`src/rtl/mc_ctrl_pkg.sv`:
```
// mc_ctrl_pkg: state, ALU, command and mux-select encodings plus ARM condition evaluation
package mc_ctrl_pkg;
  typedef enum logic [3:0] {
    S_FETCH  = 4'd0,
    S_DECODE = 4'd1,
    S_MEMADR = 4'd2,
    S_MEMRD  = 4'd3,
    S_MEMWB  = 4'd4,
    S_MEMWR  = 4'd5,
    S_EXECR  = 4'd6,
    S_EXECI  = 4'd7,
    S_ALUWB  = 4'd8,
    S_BRANCH = 4'd9
  } mc_state_t;
  localparam logic [1:0] ALU_ADD = 2'b00;
  localparam logic [1:0] ALU_SUB = 2'b01;
  localparam logic [1:0] ALU_AND = 2'b10;
  localparam logic [1:0] ALU_ORR = 2'b11;
  localparam logic [3:0] CMD_ADD = 4'b0100;
  localparam logic [3:0] CMD_SUB = 4'b0010;
  localparam logic [3:0] CMD_AND = 4'b0000;
  localparam logic [3:0] CMD_ORR = 4'b1100;
  localparam logic [3:0] CMD_CMP = 4'b1010;
  localparam logic [1:0] RES_ALUOUT    = 2'b00;
  localparam logic [1:0] RES_DATA      = 2'b01;
  localparam logic [1:0] RES_ALURESULT = 2'b10;
  localparam logic [1:0] SRCB_RD2  = 2'b00;
  localparam logic [1:0] SRCB_IMM  = 2'b01;
  localparam logic [1:0] SRCB_FOUR = 2'b10;
  // flags are {N,Z,C,V}; each odd code is the negation of the even code below it, so 1111 is never
  function automatic logic cond_holds(input logic [3:0] cond, input logic [3:0] f);
    logic base;
    case (cond[3:1])
      3'd0: base = f[2];
      3'd1: base = f[1];
      3'd2: base = f[3];
      3'd3: base = f[0];
      3'd4: base = f[1] & ~f[2];
      3'd5: base = f[3] == f[0];
      3'd6: base = ~f[2] & (f[3] == f[0]);
      default: base = 1'b1;
    endcase
    return base ^ cond[0];
  endfunction
endpackage

```
`src/rtl/mc_cond_logic.sv`:
```
// mc_cond_logic: NZCV flag register, condition check and per-instruction condex_q latch
module mc_cond_logic
  import mc_ctrl_pkg::*;
(
  input  logic       clk,
  input  logic       rst,
  input  logic [3:0] cond,
  input  logic [3:0] alu_flags,
  input  logic [1:0] flag_w,
  input  logic       latch,
  output logic       condex_q
);
  logic [3:0] flags;
  always_ff @(posedge clk or posedge rst)
    if (rst) begin
      flags    <= 4'b0000;
      condex_q <= 1'b0;
    end else begin
      if (latch) condex_q <= cond_holds(cond, flags);
      if (flag_w[1] && condex_q) flags[3:2] <= alu_flags[3:2];
      if (flag_w[0] && condex_q) flags[1:0] <= alu_flags[1:0];
    end
endmodule

```
`src/rtl/mc_controller.sv`:
```
// mc_controller: multicycle ARM control FSM with main and ALU decoders
// Define MC_CTRL_CMP_EN to decode CMP as a flag-setting SUB without register write.
module mc_controller
  import mc_ctrl_pkg::*;
(
  input  logic        clk,
  input  logic        reset,
  input  logic [19:0] Instr,
  input  logic [3:0]  ALUFlags,
  output logic        PCWrite,
  output logic        AdrSrc,
  output logic        MemWrite,
  output logic        IRWrite,
  output logic [1:0]  ResultSrc,
  output logic        ALUSrcA,
  output logic [1:0]  ALUSrcB,
  output logic [1:0]  ALUControl,
  output logic [1:0]  ImmSrc,
  output logic [1:0]  RegSrc,
  output logic        RegWrite,
  output logic [3:0]  State
);
  mc_state_t st, nxt;
  logic [1:0] op, flag_w;
  logic [5:0] funct;
  logic [3:0] cmd, rd;
  logic unused_rn, next_pc, decode, reg_w, mem_w, branch, alu_op;
  logic is_add, is_sub, is_and, is_orr, no_write, pcs, condex_q;
  assign op        = Instr[15:14];
  assign funct     = Instr[13:8];
  assign cmd       = funct[4:1];
  assign rd        = Instr[3:0];
  assign unused_rn = ^Instr[7:4];
  always_ff @(posedge clk or posedge reset)
    if (reset) st <= S_FETCH;
    else st <= nxt;
  always_comb begin
    nxt = S_FETCH;
    case (st)
      S_FETCH:  nxt = S_DECODE;
      S_DECODE: nxt = op == 2'b01 ? S_MEMADR :
                      op == 2'b00 ? (funct[5] ? S_EXECI : S_EXECR) :
                      op == 2'b10 ? S_BRANCH : S_FETCH;
      S_MEMADR: nxt = funct[0] ? S_MEMRD : S_MEMWR;
      S_MEMRD:  nxt = S_MEMWB;
      S_EXECR:  nxt = S_ALUWB;
      S_EXECI:  nxt = S_ALUWB;
      default:  nxt = S_FETCH;
    endcase
  end
  assign next_pc = st == S_FETCH;
  assign decode  = st == S_DECODE;
  assign reg_w   = st == S_MEMWB || st == S_ALUWB;
  assign mem_w   = st == S_MEMWR;
  assign branch  = st == S_BRANCH;
  assign alu_op  = st == S_EXECR || st == S_EXECI;
  assign is_add  = cmd == CMD_ADD;
`ifdef MC_CTRL_CMP_EN
  assign is_sub  = cmd == CMD_SUB || cmd == CMD_CMP;
`else
  assign is_sub  = cmd == CMD_SUB;
`endif
  assign is_and  = cmd == CMD_AND;
  assign is_orr  = cmd == CMD_ORR;
  // NoWrite is decoded from the instruction so it still holds in ALUWB, after ALUOp has dropped
  assign no_write   = op == 2'b00 && !(cmd inside {CMD_ADD, CMD_SUB, CMD_AND, CMD_ORR});
  assign ALUControl = !alu_op ? ALU_ADD : is_sub ? ALU_SUB : is_and ? ALU_AND : is_orr ? ALU_ORR : ALU_ADD;
  assign flag_w     = {alu_op & funct[0], alu_op & funct[0] & (is_add | is_sub)};
  mc_cond_logic u_cond (
    .clk       (clk),
    .rst       (reset),
    .cond      (Instr[19:16]),
    .alu_flags (ALUFlags),
    .flag_w    (flag_w),
    .latch     (decode),
    .condex_q  (condex_q)
  );
  assign pcs        = (rd == 4'hF && reg_w) || branch;
  assign PCWrite    = !reset && (next_pc || (pcs && condex_q));
  assign IRWrite    = !reset && next_pc;
  assign MemWrite   = !reset && mem_w && condex_q;
  assign RegWrite   = !reset && reg_w && condex_q && !no_write;
  assign AdrSrc     = st == S_MEMRD || st == S_MEMWR;
  assign ResultSrc  = (next_pc || decode || branch) ? RES_ALURESULT : st == S_MEMWB ? RES_DATA : RES_ALUOUT;
  assign ALUSrcA    = next_pc || decode;
  assign ALUSrcB    = (next_pc || decode) ? SRCB_FOUR : (st == S_MEMADR || st == S_EXECI || branch) ? SRCB_IMM : SRCB_RD2;
  assign ImmSrc     = op;
  assign RegSrc     = {op == 2'b01, op == 2'b10};
  assign State      = st;
endmodule

```
`config.mk`:
```
export PLATFORM = sky130hd
export DESIGN_NAME = mc_controller
export DESIGN_NICKNAME = d
export VERILOG_FILES = /design/src/rtl/mc_ctrl_pkg.sv /design/src/rtl/mc_cond_logic.sv /design/src/rtl/mc_controller.sv
export SDC_FILE = /design/constraint.sdc
export NUM_CORES = 1
export LEC_CHECK = 0
export CORE_MARGIN = 2
export CORE_UTILIZATION = 39
export DETAILED_ROUTE_END_ITERATION = 8
export PLACE_DENSITY = 0.83
export SYNTH_ARGS = -nofsm -noshare
export SYNTH_HDL_FRONTEND = slang
export SYNTH_SLANG_ARGS = --single-unit
```
`constraint.sdc`:
```
create_clock -name clk -period 3.1 [get_ports clk]
set_clock_uncertainty 0.05 [all_clocks]
set_input_delay 0.62 -clock clk [delete_from_list [all_inputs] [get_ports clk]]
set_output_delay 0.62 -clock clk [all_outputs]
set_load 0.02 [all_outputs]
```
Word level (Yosys, flattened, before mapping)
Cells that the tools add are included.

Flip-flop bits (word level): 9. Latch bits: 0. RAM bits: 0. ROM bits: 0. Input port bits: 26. Output and inout bits: 20. Logic and storage cells: 79. Memories kept: 0.

Add/sub/neg operators: 0. Multipliers: 0. Divide/modulo/power cells: 0. Magnitude comparators: 0. Equal/unequal tests: 22. Shifts and indexed selects: 0. Mux-type cells: 16. Bitwise logic cells: 7. Reduce and logical (&&, ||, !) cells: 30.

Operator list (count): $eq A4 B3 Y1 const B (5); $pmux W4 S5 (1); $eq A4 B4 Y1 const B (4); $eq A4 B2 Y1 const B (3); $logic_and A1 B1 Y1 (12); $mux W2 (6); $mux W4 (3); $eq A3 B3 Y1 const B (3); $logic_or A1 B1 Y1 (9); $logic_not A4 Y1 (2); $pmux W1 S7 (1); $eq A3 B2 Y1 const B (2); $and A1 B1 Y1 (4); $eq A4 B1 Y1 const B (1); $mux W1 (4); $reduce_bool A4 Y1 (1); $eq A3 B1 Y1 const B (1); $logic_not A1 Y1 (3); $logic_not A3 Y1 (1); $mux W3 (1); $eq A2 B1 Y1 const B (1); $eq A2 B2 Y1 const B (1); $logic_not A2 Y1 (1); $reduce_or A2 Y1 (1); other kinds (4) (4).

Logic depth before layout (Yosys ltp)
Gate-level depths: netlist (run 1).

Depth after elaboration: 7. Mapped depth: 6. Gate-level depth less buffers: 5.

Modules after synthesis
Synthesis (run 1) repeated with hierarchy kept, for this count alone.

Cells, all modules: 99. Area total of the unflattened synthesis: 862.1 um2.

By module, submodules not included: mc_controller (times used 1, cells an instance 68, area each 538.0 um2, sequential area each 100.1 um2); mc_cond_logic (times used 1, cells an instance 31, area each 324.1 um2, sequential area each 125.1 um2).

Least setup slack after synthesis (run 1)
No wires, ideal clock.

Path type: flip-flop to output port. Start point: register st[2] (netlist: State[2]). End point: output port PCWrite. Data arrival time: 1.877 ns. Data required time: 2.430 ns. Path slack: 0.553 ns. Stages on the path, launching flop included: 4. Buffers on the path: 0. Cells stage by stage: dfrtp_1 or2_2 nor4_1 o21bai_1.

Cells in the longest elaborated chain, start to end: 7. Elaborated cells between the ends (all ways): 10. Those cells by class: eq/ne (3); reduce/logical (7).

Ends and longest elaborated chain: start: declaration (line mc_controller.sv:23) `mc_state_t st, nxt;`; start signal: assignment (line mc_controller.sv:36) `else st <= nxt;`; $eq A4 B3 Y1 / $eq A4 B4 Y1 (equally long branches) (line mc_controller.sv:53) `assign reg_w = st == S_MEMWB || st == S_ALUWB;`; $logic_or A1 B1 Y1 (line mc_controller.sv:53); $logic_and A1 B1 Y1 (line mc_controller.sv:78) `assign pcs = (rd == 4'hF && reg_w) || branch;`; $logic_or A1 B1 Y1 (line mc_controller.sv:78); $logic_and A1 B1 Y1 (line mc_controller.sv:79) `assign PCWrite = !reset && (next_pc || (pcs && condex_q));`; $logic_or A1 B1 Y1 * (line mc_controller.sv:79); $logic_and A1 B1 Y1 * (line mc_controller.sv:79); end: declaration (line mc_controller.sv:10) `output logic PCWrite,`.

Every way passes the cells marked *; elsewhere a longest branch is shown, timed or not.

Final worst setup path (run 1)
Start point: input port Instr[11]. End point: output port RegWrite.

Cells in the longest elaborated chain, start to end: 6. Elaborated cells between the ends (all ways): 9. Those cells by class: eq/ne (3); reduce/logical (6).

Ends and longest elaborated chain: start: declaration (line mc_controller.sv:8) `input logic [19:0] Instr,`; $eq A4 B3 Y1, or another cell as far along (line mc_controller.sv:66) `assign no_write = op == 2'b00 && !(cmd inside {CMD_ADD, CMD_SUB, CMD_AND, CMD_ORR});`; $reduce_bool A4 Y1 * (line mc_controller.sv:66); $logic_not A1 Y1 * (line mc_controller.sv:66); $logic_and A1 B1 Y1 * (line mc_controller.sv:66); $logic_not A1 Y1 * (line mc_controller.sv:82) `assign RegWrite = !reset && reg_w && condex_q && !no_write;`; $logic_and A1 B1 Y1 * (line mc_controller.sv:82); end: declaration (line mc_controller.sv:20) `output logic RegWrite,`.

Marked as above.

==> results.sh, run 1 <==
export IMPL_grt_max_degree=19
export IMPL_cp_required_ns=2.43
export IMPL_run_status="finished, final reports clean"
export IMPL_num_rows=15
export IMPL_critPathArrivalTime_ns=2.29
export IMPL_synthesis_nets=114
export IMPL_yosys_most_used_dff="dfrtp_1"
export IMPL_powerDensity_mw_per_mm2=743
export IMPL_fmax_mhz=337
export IMPL_worstMarginPinSlew_ns=0.514
export IMPL_cp_depth=6
export IMPL_syn_avg_cell_area_um2=8.36
export IMPL_netlist_top_cells_area="dfrtp_1 31%, mux2_2 6.1%, nor2_1 4.6%, a21oi_1 4.1%, nor3_1 4.1%"
export IMPL_ctsResizeCount=0
export IMPL_hold_viol=0
export IMPL_critPathLaunch="Instr[11]"
export IMPL_min_from="u_cond.flags[1]"
export IMPL_drv_cap=0
export IMPL_antenna_found_initial=0
export IMPL_dp_cells=149
export IMPL_dpl_instance_area_mm2=0.00115
export IMPL_cts_reportedPaths_clkPinSlew_ns=0.06
export IMPL_cts_inserted_buffers=3
export IMPL_endpoint_kind="output port"
export IMPL_period_share=0.956
export IMPL_syn_inst=88
export IMPL_clk_latency_ns=0.28
export IMPL_crit_end="RegWrite"
export IMPL_layout_nets=155
export IMPL_startpoint_type="input port"
export IMPL_crit_family="buffers and inverters"
export IMPL_drv_slew=0
export IMPL_cp_common_cell="clkdlybuf4s50_1"
export IMPL_holdWs_ns=0.491
export IMPL_critPathMaxStageDelay_ns=0.64
export IMPL_synth_commonest_cells="9 x dfrtp_1, 9 x nor2_1, 6 x a21oi_1, 6 x nor3_1, 5 x nand2_1"
export IMPL_path_cells="clkdlybuf4s50_1 > nor2_1 > a21oi_1 > o21a_1 > nor3_1 > clkdlybuf4s50_1"
export IMPL_first_iter_violations=22
export IMPL_synth_area_um2=736
export IMPL_ant_nets=0
export IMPL_vias=811
export IMPL_async_flop_share=1.00
export IMPL_wl_per_cell_um=13.7
export IMPL_r2r_slack_ns=1.17
export IMPL_cts_max_level=1
export IMPL_period_needed_ns=2.96
export IMPL_instances_no_fill=153
export IMPL_hold_path_class="reg -> reg"
export IMPL_drive_gt1_frac=0.109
export IMPL_die_area_mm2=0.00225
export IMPL_area_growth_synth_to_final_pct=59.9
export IMPL_worst_path_max_delay_cell="clkdlybuf4s50_1"
export IMPL_r2r_end="u_cond.flags[1]"
export IMPL_ys_seq_elements=9
export IMPL_postCtsSetupBuffers=0
export IMPL_ys_warn_count=0
export IMPL_synthDistinctLibCells=33
export IMPL_r2r_start="State[3]"
export IMPL_die_w_um=47.4
export IMPL_reg2reg_depth=4
export IMPL_diodes=0
export IMPL_track_usage=0.209
export IMPL_grt_pass1_vias=751
export IMPL_crit_fanout=5
export IMPL_grt_setup_unrepaired="false"
export IMPL_synth_area_leader_cell="dfrtp_1"
export IMPL_wirelength_mm=2.10
export IMPL_netlist_area_leader_share=0.306
export IMPL_post_route_cell_area_mm2=0.00118
export IMPL_die_h_um=47.4
export IMPL_max_slew_margin=0.657
export IMPL_root_buffer="clkbuf_4"
export IMPL_synth_edf_count=0
export IMPL_yosysSeqAreaShare=0.306
export IMPL_worst_path_buf_inv=2
export IMPL_tns_ns=0
export IMPL_dr_pass1_iters=4
export IMPL_cts_sinks=9
export IMPL_setup_violations=0
export IMPL_leakage_nw=0.483
export IMPL_dp_hpwl_mm=1.69
export IMPL_clockBufferDepth=2
export IMPL_viasPerCell=5.30
export IMPL_vdd_drop_max_mv=0.328
export IMPL_port_buffers=41
export IMPL_grt_pass1_wl_mm=3.17
export IMPL_grt_overflow=0
export IMPL_initial_utilization=0.422
export IMPL_drc=0
export IMPL_num_io_pins=46
export IMPL_gp_congestion=0.806
export IMPL_core_region_area_mm2=0.00175
export IMPL_crit_type="in -> out"
export IMPL_tritoncts="done"
export IMPL_cts_hold_buf=0
==> metrics by stage <==
step / setup slack (ns) / utilization / power, mW
after floorplan: 0.553 / - / 0.553
after global placement: 0.166 / 0.659 / 0.764
after detailed placement: 0.171 / 0.659 / 0.779
after CTS: 0.149 / 0.674 / 0.878
after global routing: 0.0150 / 0.674 / 0.936
final: 0.137 / 0.674 / 0.874
==> cell type report <==
| class | instances | area (um^2) |
|---|---|---|
| multi-input combinational | 70 | 464 |
| inverter | 3 | 11.3 |
| sequential | 9 | 225 |
| tap | 25 | 31.3 |
| clock buffer | 4 | 26.3 |
| fill | 151 | 569 |
| timing repair buffer | 42 | 418 |
==> power breakdown <==
| group | total (mW) | switching [mW] | internal, mW |
|---|---|---|---|
| logic | 0.536 | 0.267 | 0.269 |
| registers | 0.241 | 0.0844 | 0.157 |
| clock network | 0.0965 | 0.0466 | 0.0499 |
| total | 0.874 | 0.398 | 0.476 |
==> flip-flops by register name, summed over array words and instances, names as in the netlist <==
name,cells
u_cond.condex_q,1
u_cond.flags,4
State,4
==> cell usage in the layout (no fill, tap or decap), types with 2 or more instances in the layout <==
master	synthesis	final
a21oi_1	6	6
a31oi_1	2	2
clkbuf_4	0	3
clkdlybuf4s50_1	0	41
dfrtp_1	9	9
inv_1	3	3
mux2_2	4	4
mux2_4	2	2
nand2_1	5	5
nand2b_1	3	3
nand3_1	2	2
nor2_1	9	9
nor2b_1	3	3
nor3_1	6	6
nor4_1	3	3
o211ai_1	2	2
o21a_1	2	2
o21ai_0	3	3
xnor2_1	3	3
xor2_1	3	3
==> worst min-delay path by stage <==
stage                                  to  slack [ns]  cells past startpoint
after detailed placement  u_cond.flags[1]        0.48                      1
after global routing      u_cond.flags[1]        0.52                      1
after CTS                 u_cond.flags[1]        0.49                      1
final                     u_cond.flags[1]        0.49                      1
after global placement    u_cond.flags[1]        0.46                      1
after floorplan                  State[0]        0.41                      1
==> kinds of logic after synthesis <==
kind of cell    share of synthesized area
flops                               0.306
xor+xnor                           0.0714
compound gates                      0.163
buf+inv                            0.0629
mux                                 0.102
simple gates                        0.294
==> per-layer routing <==
layer,track usage,wire (um),part of all wire,vias to the layer above
met2,0.365,1110,0.53,29
li1,-,-,-,395
met5,0,0,0,-
met1,0.230,828,0.39,382
met4,0.122,46,0.022,0
met3,0.0491,111,0.053,5
No activity file was read; power rests on OpenSTA's default activity.
==> inputs of run 2 (changes only) <==
- CAP_MARGIN: not set -> 10
==> results of run 2 <==
Same layout as run 1: the final DEF is identical, and so are final timing and power.
